--- src/rtl/ctrl_event_gen_pkg.sv ---
// Shared controller-word bit map, default combos and helpers for ctrl_event_gen.
package ctrl_event_gen_pkg;

  localparam int BTN_A  = 0;
  localparam int BTN_B  = 1;
  localparam int BTN_DU = 4;
  localparam int BTN_DD = 5;
  localparam int BTN_DL = 6;
  localparam int BTN_DR = 7;

  // Joystick-reset and the unused bit never reach the button word.
  localparam logic [15:0] BTN_MASK      = 16'hFCFF;
  localparam logic [15:0] IGR_COMBO_DEF = 16'h0C0C;
  localparam logic [15:0] OSD_COMBO_DEF = 16'h0C80;

  localparam int NUM_NAV  = 6;
  localparam int NAV_UP   = 0;
  localparam int NAV_DOWN = 1;
  localparam int NAV_LEFT = 2;
  localparam int NAV_RGHT = 3;
  localparam int NAV_OK   = 4;
  localparam int NAV_BACK = 5;

  typedef enum logic [1:0] {C_IDLE, C_COUNT, C_FIRED} combo_st_e;

  // Stick bytes arrive LSB-first on the wire; lowest bit is the sign.
  function automatic logic signed [8:0] stick9(input logic [7:0] raw);
    logic [7:0] r;
    for (int i = 0; i < 8; i++) r[i] = raw[7-i];
    return {r[7], r};
  endfunction

endpackage

--- src/rtl/ctrl_event_gen_nav_repeat.sv ---
// One navigation direction: press pulse plus hold autorepeat, gated by a mask.
module nav_repeat #(
  parameter logic [5:0] REPEAT_DELAY = 6'd20,
  parameter logic [5:0] REPEAT_RATE  = 6'd4
) (
  input  logic clk_i,
  input  logic rst_i,
  input  logic poll_i,
  input  logic level_i,
  input  logic mask_i,
  output logic pulse_o
);

  localparam logic [6:0] RD   = {1'b0, REPEAT_DELAY};
  localparam logic [6:0] WRAP = RD + {1'b0, REPEAT_RATE};

  logic       lvl_q, lvl_d, blk_q, blk_d, pulse_q, pulse_d;
  logic [6:0] cnt_q, cnt_d, cnt_inc;

  always_comb begin
    lvl_d   = lvl_q;
    blk_d   = blk_q;
    cnt_d   = cnt_q;
    pulse_d = 1'b0;
    cnt_inc = cnt_q + 7'd1;
    // Once past the delay the count cycles inside [RD, WRAP).
    if (cnt_inc == WRAP) cnt_inc = RD;
    if (poll_i) begin
      if (!level_i) begin
        lvl_d = 1'b0;
        blk_d = 1'b0;
        cnt_d = '0;
      end else if (mask_i) begin
        // Held under a combo: remember it so it needs a fresh press later.
        lvl_d = 1'b1;
        blk_d = 1'b1;
        cnt_d = '0;
      end else if (!lvl_q) begin
        lvl_d   = 1'b1;
        cnt_d   = '0;
        pulse_d = 1'b1;
      end else if (!blk_q) begin
        cnt_d   = cnt_inc;
        pulse_d = (cnt_inc == RD);
      end
    end
  end

  always_ff @(posedge clk_i) begin
    if (rst_i) begin
      lvl_q   <= 1'b0;
      blk_q   <= 1'b0;
      cnt_q   <= '0;
      pulse_q <= 1'b0;
    end else begin
      lvl_q   <= lvl_d;
      blk_q   <= blk_d;
      cnt_q   <= cnt_d;
      pulse_q <= pulse_d;
    end
  end

  assign pulse_o = pulse_q;

endmodule

--- src/rtl/ctrl_event_gen.sv ---
// Controller event generator: IGR/OSD hold combos, menu nav pulses, poll watchdog.
module ctrl_event_gen
  import ctrl_event_gen_pkg::*;
#(
  parameter logic [7:0]  HOLD_POLLS   = 8'd30,
  parameter logic [5:0]  REPEAT_DELAY = 6'd20,
  parameter logic [5:0]  REPEAT_RATE  = 6'd4,
  parameter logic [7:0]  STICK_TH     = 8'd40,
  parameter logic [19:0] TIMEOUT_CYC  = 20'd400000,
  parameter logic [15:0] IGR_COMBO    = IGR_COMBO_DEF,
  parameter logic [15:0] OSD_COMBO    = OSD_COMBO_DEF
) (
  input  logic        CTRL_CLK,
  input  logic        CTRL_RST,
  input  logic [31:0] ctrl_data_i,
  input  logic        ctrl_valid_i,
  input  logic        igr_en_i,
  input  logic        osd_en_i,
  output logic        igr_trigger_o,
  output logic        osd_toggle_o,
  output logic [5:0]  nav_o,
  output logic [15:0] buttons_o,
  output logic        timeout_o
);

  logic [15:0]       btn;
  logic signed [8:0] sx, sy, th_p, th_n;

  assign btn  = ctrl_data_i[15:0] & BTN_MASK;
  assign sx   = stick9(ctrl_data_i[23:16]);
  assign sy   = stick9(ctrl_data_i[31:24]);
  assign th_p = $signed({1'b0, STICK_TH});
  assign th_n = -th_p;

  // Watchdog: wd_sat is the one cycle where the counter reaches its limit.
  logic [19:0] wd_cnt_q, wd_cnt_d;
  logic        wd_sat, timeout_q;
  logic [15:0] buttons_q;

  assign wd_sat = !ctrl_valid_i && (wd_cnt_q == TIMEOUT_CYC - 20'd1);

  always_comb begin
    wd_cnt_d = wd_cnt_q;
    if (ctrl_valid_i)                 wd_cnt_d = '0;
    else if (wd_cnt_q != TIMEOUT_CYC) wd_cnt_d = wd_cnt_q + 20'd1;
  end

  always_ff @(posedge CTRL_CLK) begin
    if (CTRL_RST) begin
      wd_cnt_q  <= '0;
      timeout_q <= 1'b0;
      buttons_q <= '0;
    end else begin
      wd_cnt_q <= wd_cnt_d;
      if (ctrl_valid_i) begin
        timeout_q <= 1'b0;
        buttons_q <= btn;
      end else if (wd_sat) begin
        timeout_q <= 1'b1;
        buttons_q <= '0;
      end
    end
  end

  // Combo FSMs: index 0 is IGR, index 1 is OSD.
  logic [1:0] busy, fire;

  for (genvar g = 0; g < 2; g++) begin : g_combo
    combo_st_e  st_q, st_d;
    logic [7:0] cnt_q, cnt_d;
    logic       fire_q, fire_d, en, hit;

    assign en  = (g == 0) ? igr_en_i : osd_en_i;
    assign hit = (btn == ((g == 0) ? IGR_COMBO : OSD_COMBO));

    always_comb begin
      st_d   = st_q;
      cnt_d  = cnt_q;
      fire_d = 1'b0;
      if (!en || wd_sat) begin
        st_d  = C_IDLE;
        cnt_d = '0;
      end else if (ctrl_valid_i) begin
        unique case (st_q)
          C_IDLE:  if (hit) begin st_d = C_COUNT; cnt_d = 8'd1; end
          C_COUNT: if (hit) cnt_d = cnt_q + 8'd1;
                   else begin st_d = C_IDLE; cnt_d = '0; end
          C_FIRED: if (!hit) begin st_d = C_IDLE; cnt_d = '0; end
          default: st_d = C_IDLE;
        endcase
        if (st_d == C_COUNT && cnt_d == HOLD_POLLS) begin
          st_d   = C_FIRED;
          fire_d = 1'b1;
        end
      end
    end

    always_ff @(posedge CTRL_CLK) begin
      if (CTRL_RST) begin
        st_q   <= C_IDLE;
        cnt_q  <= '0;
        fire_q <= 1'b0;
      end else begin
        st_q   <= st_d;
        cnt_q  <= cnt_d;
        fire_q <= fire_d;
      end
    end

    // Include the next state so the poll that starts a combo is masked too.
    assign busy[g] = (st_q != C_IDLE) || (st_d != C_IDLE);
    assign fire[g] = fire_q;
  end

  logic [NUM_NAV-1:0] nav_lvl, nav_pulse;
  logic               nav_mask, nav_rst;

  assign nav_lvl[NAV_UP]   = btn[BTN_DU] | (sy >= th_p);
  assign nav_lvl[NAV_DOWN] = btn[BTN_DD] | (sy <= th_n);
  assign nav_lvl[NAV_LEFT] = btn[BTN_DL] | (sx <= th_n);
  assign nav_lvl[NAV_RGHT] = btn[BTN_DR] | (sx >= th_p);
  assign nav_lvl[NAV_OK]   = btn[BTN_A];
  assign nav_lvl[NAV_BACK] = btn[BTN_B];

  assign nav_mask = (|busy) | !osd_en_i;
  assign nav_rst  = CTRL_RST | wd_sat;

  nav_repeat #(
    .REPEAT_DELAY (REPEAT_DELAY),
    .REPEAT_RATE  (REPEAT_RATE)
  ) u_nav [NUM_NAV-1:0] (
    .clk_i   (CTRL_CLK),
    .rst_i   (nav_rst),
    .poll_i  (ctrl_valid_i),
    .level_i (nav_lvl),
    .mask_i  (nav_mask),
    .pulse_o (nav_pulse)
  );

  assign igr_trigger_o = fire[0];
  assign osd_toggle_o  = fire[1];
  assign nav_o         = nav_pulse;
  assign buttons_o     = buttons_q;
  assign timeout_o     = timeout_q;

endmodule
--- config.mk ---
export PLATFORM = sky130hd
export DESIGN_NAME = ctrl_event_gen
export DESIGN_NICKNAME = d
export VERILOG_FILES = /design/src/rtl/ctrl_event_gen_pkg.sv /design/src/rtl/ctrl_event_gen_nav_repeat.sv /design/src/rtl/ctrl_event_gen.sv
export SDC_FILE = /design/constraint.sdc
export NUM_CORES = 1
export LEC_CHECK = 0
export ABC_CLOCK_PERIOD_IN_PS = 5300
export BUFFER_PORTS_ARGS = -buffer_cell sky130_fd_sc_hd__buf_2
export CAP_MARGIN = 5
export CORE_MARGIN = 5
export CORE_UTILIZATION = 40
export CTS_BUF_LIST = sky130_fd_sc_hd__clkbuf_8
export DETAILED_ROUTE_END_ITERATION = 8
export GPL_ROUTABILITY_DRIVEN = 0
export MAX_ROUTING_LAYER = met4
export SLEW_MARGIN = 10
export SYNTH_ARGS = -nofsm -noshare
export SYNTH_HDL_FRONTEND = slang
export SYNTH_SLANG_ARGS = --single-unit
--- constraint.sdc ---
create_clock -name CTRL_CLK -period 5.3 [get_ports CTRL_CLK]
set_input_delay 0.795 -clock CTRL_CLK [delete_from_list [all_inputs] [get_ports CTRL_CLK]]
set_output_delay 0.795 -clock CTRL_CLK [all_outputs]
set_load 0.02 [all_outputs]
* Word level (Yosys, flattened, before mapping) *
Cells that the tools add are included.

word-level totals
  bits in writable memories = 0
  memories = 0
  bits of input ports = 37
  output and inout bits = 25
  word-level logic and storage cells = 225
  bits in read-only memories = 0
  flip-flop bits (word level) = 117
  bits in latches = 0

cells by class
  $add $sub $neg = 9
  equality and inequality tests = 36
  reductions and logical operators = 43
  shift-type cells = 0
  multiplexer cells = 87
  div/mod/pow operators = 0
  bitwise gates (word level) = 13
  $mul = 0
  order comparisons = 4

operators by type and width
  operator               number
  $mux 7                 30
  $eq 7x5->1 const B     12
  $mux 8                 10
  $pmux 8 s3             2
  $add 7x1->7 const B    6
  $mux 16                2
  $eq 14x10->1 const B   2
  $mux 2                 14
  $mux 1                 27
  $ne 4x4->1 const B     6
  $reduce_and 2->1       12
  $reduce_or 4->1        6
  $add 20x1->20 const B  1
  $eq 20x19->1 const B   1
  $ne 20x19->1 const B   1
  $add 8x1->8 const B    2
  $eq 8x5->1 const B     2
  $ge 8x7->1 const B     2
  $le 8x7->1 const B     2
  $reduce_or 2->1        6
  $reduce_bool 2->1      5
  $eq 2x1->1 const B     4
  $ne 2x2->1 const B     4
  $pmux 2 s2             2
  9 further kinds        31

* Longest topological paths before layout *
  depth after elaboration = 16
  mapped depth = 12
  gate-level depth less buffers = 10

* Hierarchy *
A second synthesis with hierarchy kept.

second synthesis, totals
  cells, all modules = 883
  area total of the unflattened synthesis = 6915.4 sq um

modules (own cells, without submodules)
  module                      sequential area each (sq um)  area an instance (sq um)  times used  cells an instance
  ctrl_event_gen              1141.1                        3263.1                    1           403
  nav_repeat at u_nav[0] ...  200.2                         610.6                     3           80
  nav_repeat at u_nav[3] ...  200.2                         606.8                     3           80

* Least setup slack after synthesis *
OpenSTA, ideal clock, no wires.

  path type = in2reg
  start point = in ctrl_data_i[12]
  end point = reg u_nav[2].cnt_q[5]
  data arrival time = 3509 ps
  required time = 5229 ps
  library setup time = 71 ps
  buffers on the path = 1
  slack = 1720 ps
  stages on the path = 9
  cell sequence = or4_4 nor4_4 mux2i_1 o31ai_1 a2111o_2 buf_4 or3_1 a21oi_2 o2bb2ai_1

on the way
  cells in the longest elaborated chain, start to end = 16
  elaborated cells on any way between the ends = 46
  those cells by class = 7 x eq/ne; 30 x mux; 1 x bitwise; 8 x reduce/logical

RTL lines
  element                                                      RTL line                         text
  start: declaration                                           ctrl_event_gen.sv:15             input logic [31:0] ctrl_data_i,
  $eq 14x10->1                                                 ctrl_event_gen.sv:74             assign hit = (btn == ((g == 0) ? IGR_COMBO : OSD_COMBO));
  $mux 8 (tied with other cells)                               ctrl_event_gen.sv:88             C_FIRED: if (!hit) begin st_d = C_IDLE; cnt_d = '0; end
  $pmux 8 s3 or $pmux 2 s2 (tied branches)                     ctrl_event_gen.sv:84             unique case (st_q)
  $mux 8 or $mux 2 (tied branches)                             ctrl_event_gen.sv:83             end else if (ctrl_valid_i) begin
  $mux 8 or $mux 2 (tied branches)                             ctrl_event_gen.sv:80             if (!en || wd_sat) begin
  $eq 8x5->1 or $eq 2x1->1 (tied branches)                     ctrl_event_gen.sv:91             if (st_d == C_COUNT && cnt_d == HOLD_POLLS) begin
  $logic_and 1x1->1                                            ctrl_event_gen.sv:91
  $mux 2                                                       ctrl_event_gen.sv:91
  $mux 2                                                       ctrl_event_gen.sv:83
  $mux 2                                                       ctrl_event_gen.sv:80
  $reduce_bool 2->1                                            ctrl_event_gen.sv:111            assign busy[g] = (st_q != C_IDLE) || (st_d != C_IDLE);
  $logic_or 1x1->1                                             ctrl_event_gen.sv:111
  $reduce_or 2->1 (*)                                          ctrl_event_gen.sv:125            assign nav_mask = (|busy) | !osd_en_i;
  $or 1x1->1 (*)                                               ctrl_event_gen.sv:125
  $ne 4x4->1 (no source line) or $mux 7 (tied branches)        -
  $reduce_and 2->1 (no source line) or $mux 7 (tied branches)  -
  end signal: assignment                                       ctrl_event_gen_nav_repeat.sv:58  cnt_q <= cnt_d;
  end: declaration                                             ctrl_event_gen_nav_repeat.sv:18  logic [6:0] cnt_q, cnt_d, cnt_inc;

Every way passes the cells marked *; elsewhere a longest branch is shown, timed or not. The select of a mux whose other input is x is not followed.
A chain may end at the register's enable or synchronous reset.

* Worst setup path in the final report *
  start point = in ctrl_data_i[6]
  end point = reg u_nav[4].pulse_q

on the way
  cells in the longest elaborated chain, start to end = 15
  elaborated cells on any way between the ends = 43
  those cells by class = 6 x eq/ne; 28 x mux; 1 x bitwise; 8 x reduce/logical

RTL lines
  element                                   RTL line                         text
  $eq 14x10->1                              ctrl_event_gen.sv:74
  $mux 8 (tied with other cells)            ctrl_event_gen.sv:88
  $pmux 8 s3 or $pmux 2 s2 (tied branches)  ctrl_event_gen.sv:84
  $mux 8 or $mux 2 (tied branches)          ctrl_event_gen.sv:83
  $mux 8 or $mux 2 (tied branches)          ctrl_event_gen.sv:80
  $eq 8x5->1 or $eq 2x1->1 (tied branches)  ctrl_event_gen.sv:91
  $logic_and 1x1->1                         ctrl_event_gen.sv:91
  $mux 2                                    ctrl_event_gen.sv:91
  $mux 2                                    ctrl_event_gen.sv:83
  $mux 2                                    ctrl_event_gen.sv:80
  $reduce_bool 2->1                         ctrl_event_gen.sv:111
  $logic_or 1x1->1                          ctrl_event_gen.sv:111
  $reduce_or 2->1 (*)                       ctrl_event_gen.sv:125
  $or 1x1->1 (*)                            ctrl_event_gen.sv:125
  $reduce_or 4->1 (no source line) (*)      -
  end signal: assignment                    ctrl_event_gen_nav_repeat.sv:59  pulse_q <= pulse_d;
  end: declaration                          ctrl_event_gen_nav_repeat.sv:17  logic lvl_q, lvl_d, blk_q, blk_d, pulse_q, pulse_d;

Marks and branches as above.

==> impl_metrics.py <==
metrics = {
    "global_routing": {
        "overflow": 0,
        "grt_max_degree": 31,
        "antenna_found_initial": 1,
        "grt_pass1_wl_microns": 27800,
        "grt_use_total": 0.173,
        "grt_pass1_vias": 5579,
    },
    "cts": {
        "ctsHoldBuffers": 0,
        "cts.sinks": 117,
        "worstSkewPairLatency_ns": 0.46,
        "cts_setup_buffers": 0,
        "clkTransAtPathRegs_ns": 0.08,
        "htreeDepth": 4,
        "cts_tree": "done",
        "clockRootBuffer": "clkbuf_8",
        "numCtsBuffers": 17,
        "cts_buffer_depth": 2,
        "post_cts_resized": 0,
    },
    "placement": {
        "dpl.cell_count": 1096,
        "port-buffer-count": 57,
        "place_area_sq_mm": 0.00730,
        "hpwl_microns": 11700,
        "place_ws_ns": 1.09,
    },
    "timing": {
        "finalSetupTns_ns": 0,
        "finClkSkew_ns": 0.0172,
        "fmax_mhz": 268,
        "timing.final.crit_share": 0.703,
        "final_max_slew_viol_count": 0,
        "hold_viol": 0,
        "fin_crit_ns": 3.73,
        "fin_ws_ns": 1.57,
        "rsz0062_at_grt": "no",
        "setup_violations": 0,
        "tightest_slew_ns": 1.09,
        "maxSlewHeadroom": 0.275,
    },
    "synth": {
        "synth-seq-cells": 117,
        "synth_compound_area_frac": 0.224,
        "synthMostInstantiatedCell": "dfxtp_1",
        "synth-xor-area-share": 0.0433,
        "synth_edf_count": 0,
        "netlist_area_sq_mm": 0.00688,
        "ys_warn_count": 0,
        "synth_top_area_cell": "dfxtp_1",
        "synth-adder-area-share": 0.0436,
        "yosys.area_share.simple": 0.281,
        "ys_seq_area_frac": 0.340,
        "avgSynthCellArea_sq_um": 8.10,
        "syn_inst": 850,
        "synth-async-reset-ratio": 0,
        "synthTopCellsByArea": "dfxtp_1 34%, nand2_1 5.1%, nor2_1 4.7%, ha_1 4.4%, a21oi_1 3.4%",
        "synthDistinctLibCells": 76,
        "synth_top_family_by_area": "simple AND/OR/NAND/NOR gates",
        "synth_top_area_frac": 0.340,
        "synthMuxAreaShare": 0.0204,
        "yosys-top-cells-count": "117 x dfxtp_1, 93 x nand2_1, 86 x nor2_1, 47 x a21oi_1, 46 x nand3_1",
        "synth_flop_cell": "dfxtp_1",
    },
    "power_and_ir_drop": {
        "ir_drop_mv": 0.160,
        "swShare": 0.237,
        "p_switching_mw": 0.499,
        "seqPwrFrac": 0.431,
        "clockPowerShare": 0.497,
        "combPwrFrac": 0.072,
        "p_leak_nw": 2.88,
        "p_int_mw": 1.61,
        "p_per_area_mw_per_mm2": 270,
    },
    "floorplanning": {
        "die_y_microns": 141,
        "rows": 48,
        "ios": 62,
        "start_util": 0.402,
        "die_w_microns": 141,
        "die_area_sq_mm": 0.0199,
        "design.core.area_sq_mm": 0.0171,
    },
    "finish": {
        "final_nets": 951,
        "fillers": 1715,
        "layoutNonFillerInstCount": 1129,
        "multi_input_area_sq_mm": 0.00422,
        "area_growth_pct": 13.4,
        "layout.area.seq_sq_mm": 0.00234,
        "fin_area_sq_mm": 0.00780,
        "final_util": 0.456,
        "final_layout_size_suffix_gt1_frac": 0.145,
    },
    "critical_path": {
        "timing.reg2reg.setup_slack_ns": 1.87,
        "crit_fanout": 17,
        "crit_path_cell_trace": "buf_2, nand4bb_1, nor4_4, buf_4, mux2i_1, o31ai_1, a2111o_2, nor2_1, buf_4, nand2_1, a211oi_1",
        "slowest_stage": "a2111o_2",
        "arrival_ns": 4.08,
        "worst_setup_path_end_kind": "flip-flop",
        "cpPeakStageDelay_ns": 0.71,
        "worstSetupStartpointType": "input port",
        "cp.required_ns": 5.65,
        "r2r-start": "wd_cnt_q[1]",
        "r2r_end": "u_nav[4].pulse_o",
        "reg2regPathDepth": 9,
        "cpMostUsedCell": "buf_4",
        "path_class": "in -> reg",
    },
    "status": {
        "status": "completed",
    },
    "routing": {
        "routed_wl_microns": 16800,
        "drt_iter0_markers": 315,
        "wl_per_cell_microns": 14.8,
        "vias": 6203,
        "antenna_left": 0,
        "drt_first_pass_iters": 5,
        "drt-vias-per-instance": 5.49,
        "drc": 0,
    },
    "job": {
        "cap_violations": 0,
    },
    "min_path": {
        "hp-class": "reg -> reg",
        "hold_end": "u_nav[3].pulse_o",
        "min_path_cells": 1,
        "min_from": "u_nav[3].lvl_q",
    },
}
-- cell families after synthesis --
family / after synthesis
simple gates: 365
compound gates: 223
flops: 117
buf+inv: 73
xor+xnor: 34
fa+ha+maj: 24
mux: 13
other cells: 1
-- power by group through the flow --
stage / logic (mW) / clock network, mW / registers [mW]
6_report: 0.152 / 1.05 / 0.909
2_1_floorplan: 0.0945 / 0 / 0.933
3_5_place_dp: 0.152 / 0 / 0.929
4_1_cts: 0.153 / 1.07 / 0.909
3_3_place_gp: 0.152 / 0 / 0.929
5_1_grt: 0.166 / 1.12 / 0.911
-- sequential cells by signal (all words and copies together), names as in the netlist --
| register | flops |
|---|---|
| u_nav.cnt_q | 42 |
| wd_cnt_q | 20 |
| g_combo.cnt_q | 16 |
| buttons_o | 14 |
| u_nav.blk_q | 6 |
| u_nav.lvl_q | 6 |
| u_nav.pulse_o | 6 |
| g_combo.st_q | 4 |
| igr_trigger_o | 1 |
| osd_toggle_o | 1 |
| timeout_o | 1 |
-- per-stage QoR --
step | total power [mW] | hold slack (ns)
after floorplan | 1.03 | 0.431
after global placement | 1.08 | 0.450
after detailed placement | 1.08 | 0.459
after CTS | 2.14 | 0.469
after global routing | 2.20 | 0.490
final | 2.11 | 0.465
-- worst max-delay path by stage --
stage / startpoint / endpoint / slack, ns / cells after the start
floorplan: ctrl_data_i[12] / u_nav[2].cnt_q[5] / 1.72 / 9
global placement: ctrl_data_i[12] / u_nav[4].pulse_o / 1.13 / 11
detailed placement: ctrl_data_i[6] / u_nav[4].pulse_o / 1.09 / 11
CTS: ctrl_data_i[6] / u_nav[4].pulse_o / 1.57 / 11
global route: ctrl_data_i[6] / u_nav[4].pulse_o / 1.39 / 11
finish: ctrl_data_i[6] / u_nav[4].pulse_o / 1.57 / 11
-- metal layers --
metal / vias up / share of wire / global-route usage
met4: 0 / 0.012 / 0.0515
met1: 2878 / 0.50 / 0.231
met5: - / 0 / -
met2: 114 / 0.44 / 0.259
met3: 18 / 0.051 / 0.0444
li1: 3193 / - / -
-- cells in the final DEF, fill, tap and decap left out, types with 8 or more instances in the layout --
master and n:
nand4_1 11, a31oi_1 16, dfxtp_1 117, buf_2 57, nand2_1 93, a211oi_1 12
nand3_1 46, inv_1 28, o21a_1 9, nor2_1 85, or3_1 12, a21o_1 12
xnor2_1 17, mux2i_1 8, ha_1 24, buf_4 9, nor4_1 11, nand4b_1 9
a22o_1 20, xor2_1 17, o21ai_0 45, or2_2 8, clkbuf_8 18, nor3_1 19
a21oi_1 47, and3_1 12
-- worst max-delay path: cells and delay by family --
family | cells | cell delay [ns]
AOI/OAI and AO/OA | 3 | 1.16
and+or+nand+nor | 4 | 1.37
buffers and inverters | 3 | 0.54
muxes | 1 | 0.19
-- area by class of cell --
| cell class | instances | share of cell area |
|---|---|---|
| Inverter | 27 | 0.0130 |
| Clock buffer | 18 | 0.0317 |
| Timing Repair Buffer | 66 | 0.0452 |
| Multi-Input combinational cell | 661 | 0.541 |
| Sequential cell | 117 | 0.300 |
| Antenna cell | 1 | 0.000321 |
| Clock inverter | 14 | 0.0329 |
| Tap cell | 225 | 0.0361 |
Note: power is estimated with default switching activity, not from simulation.
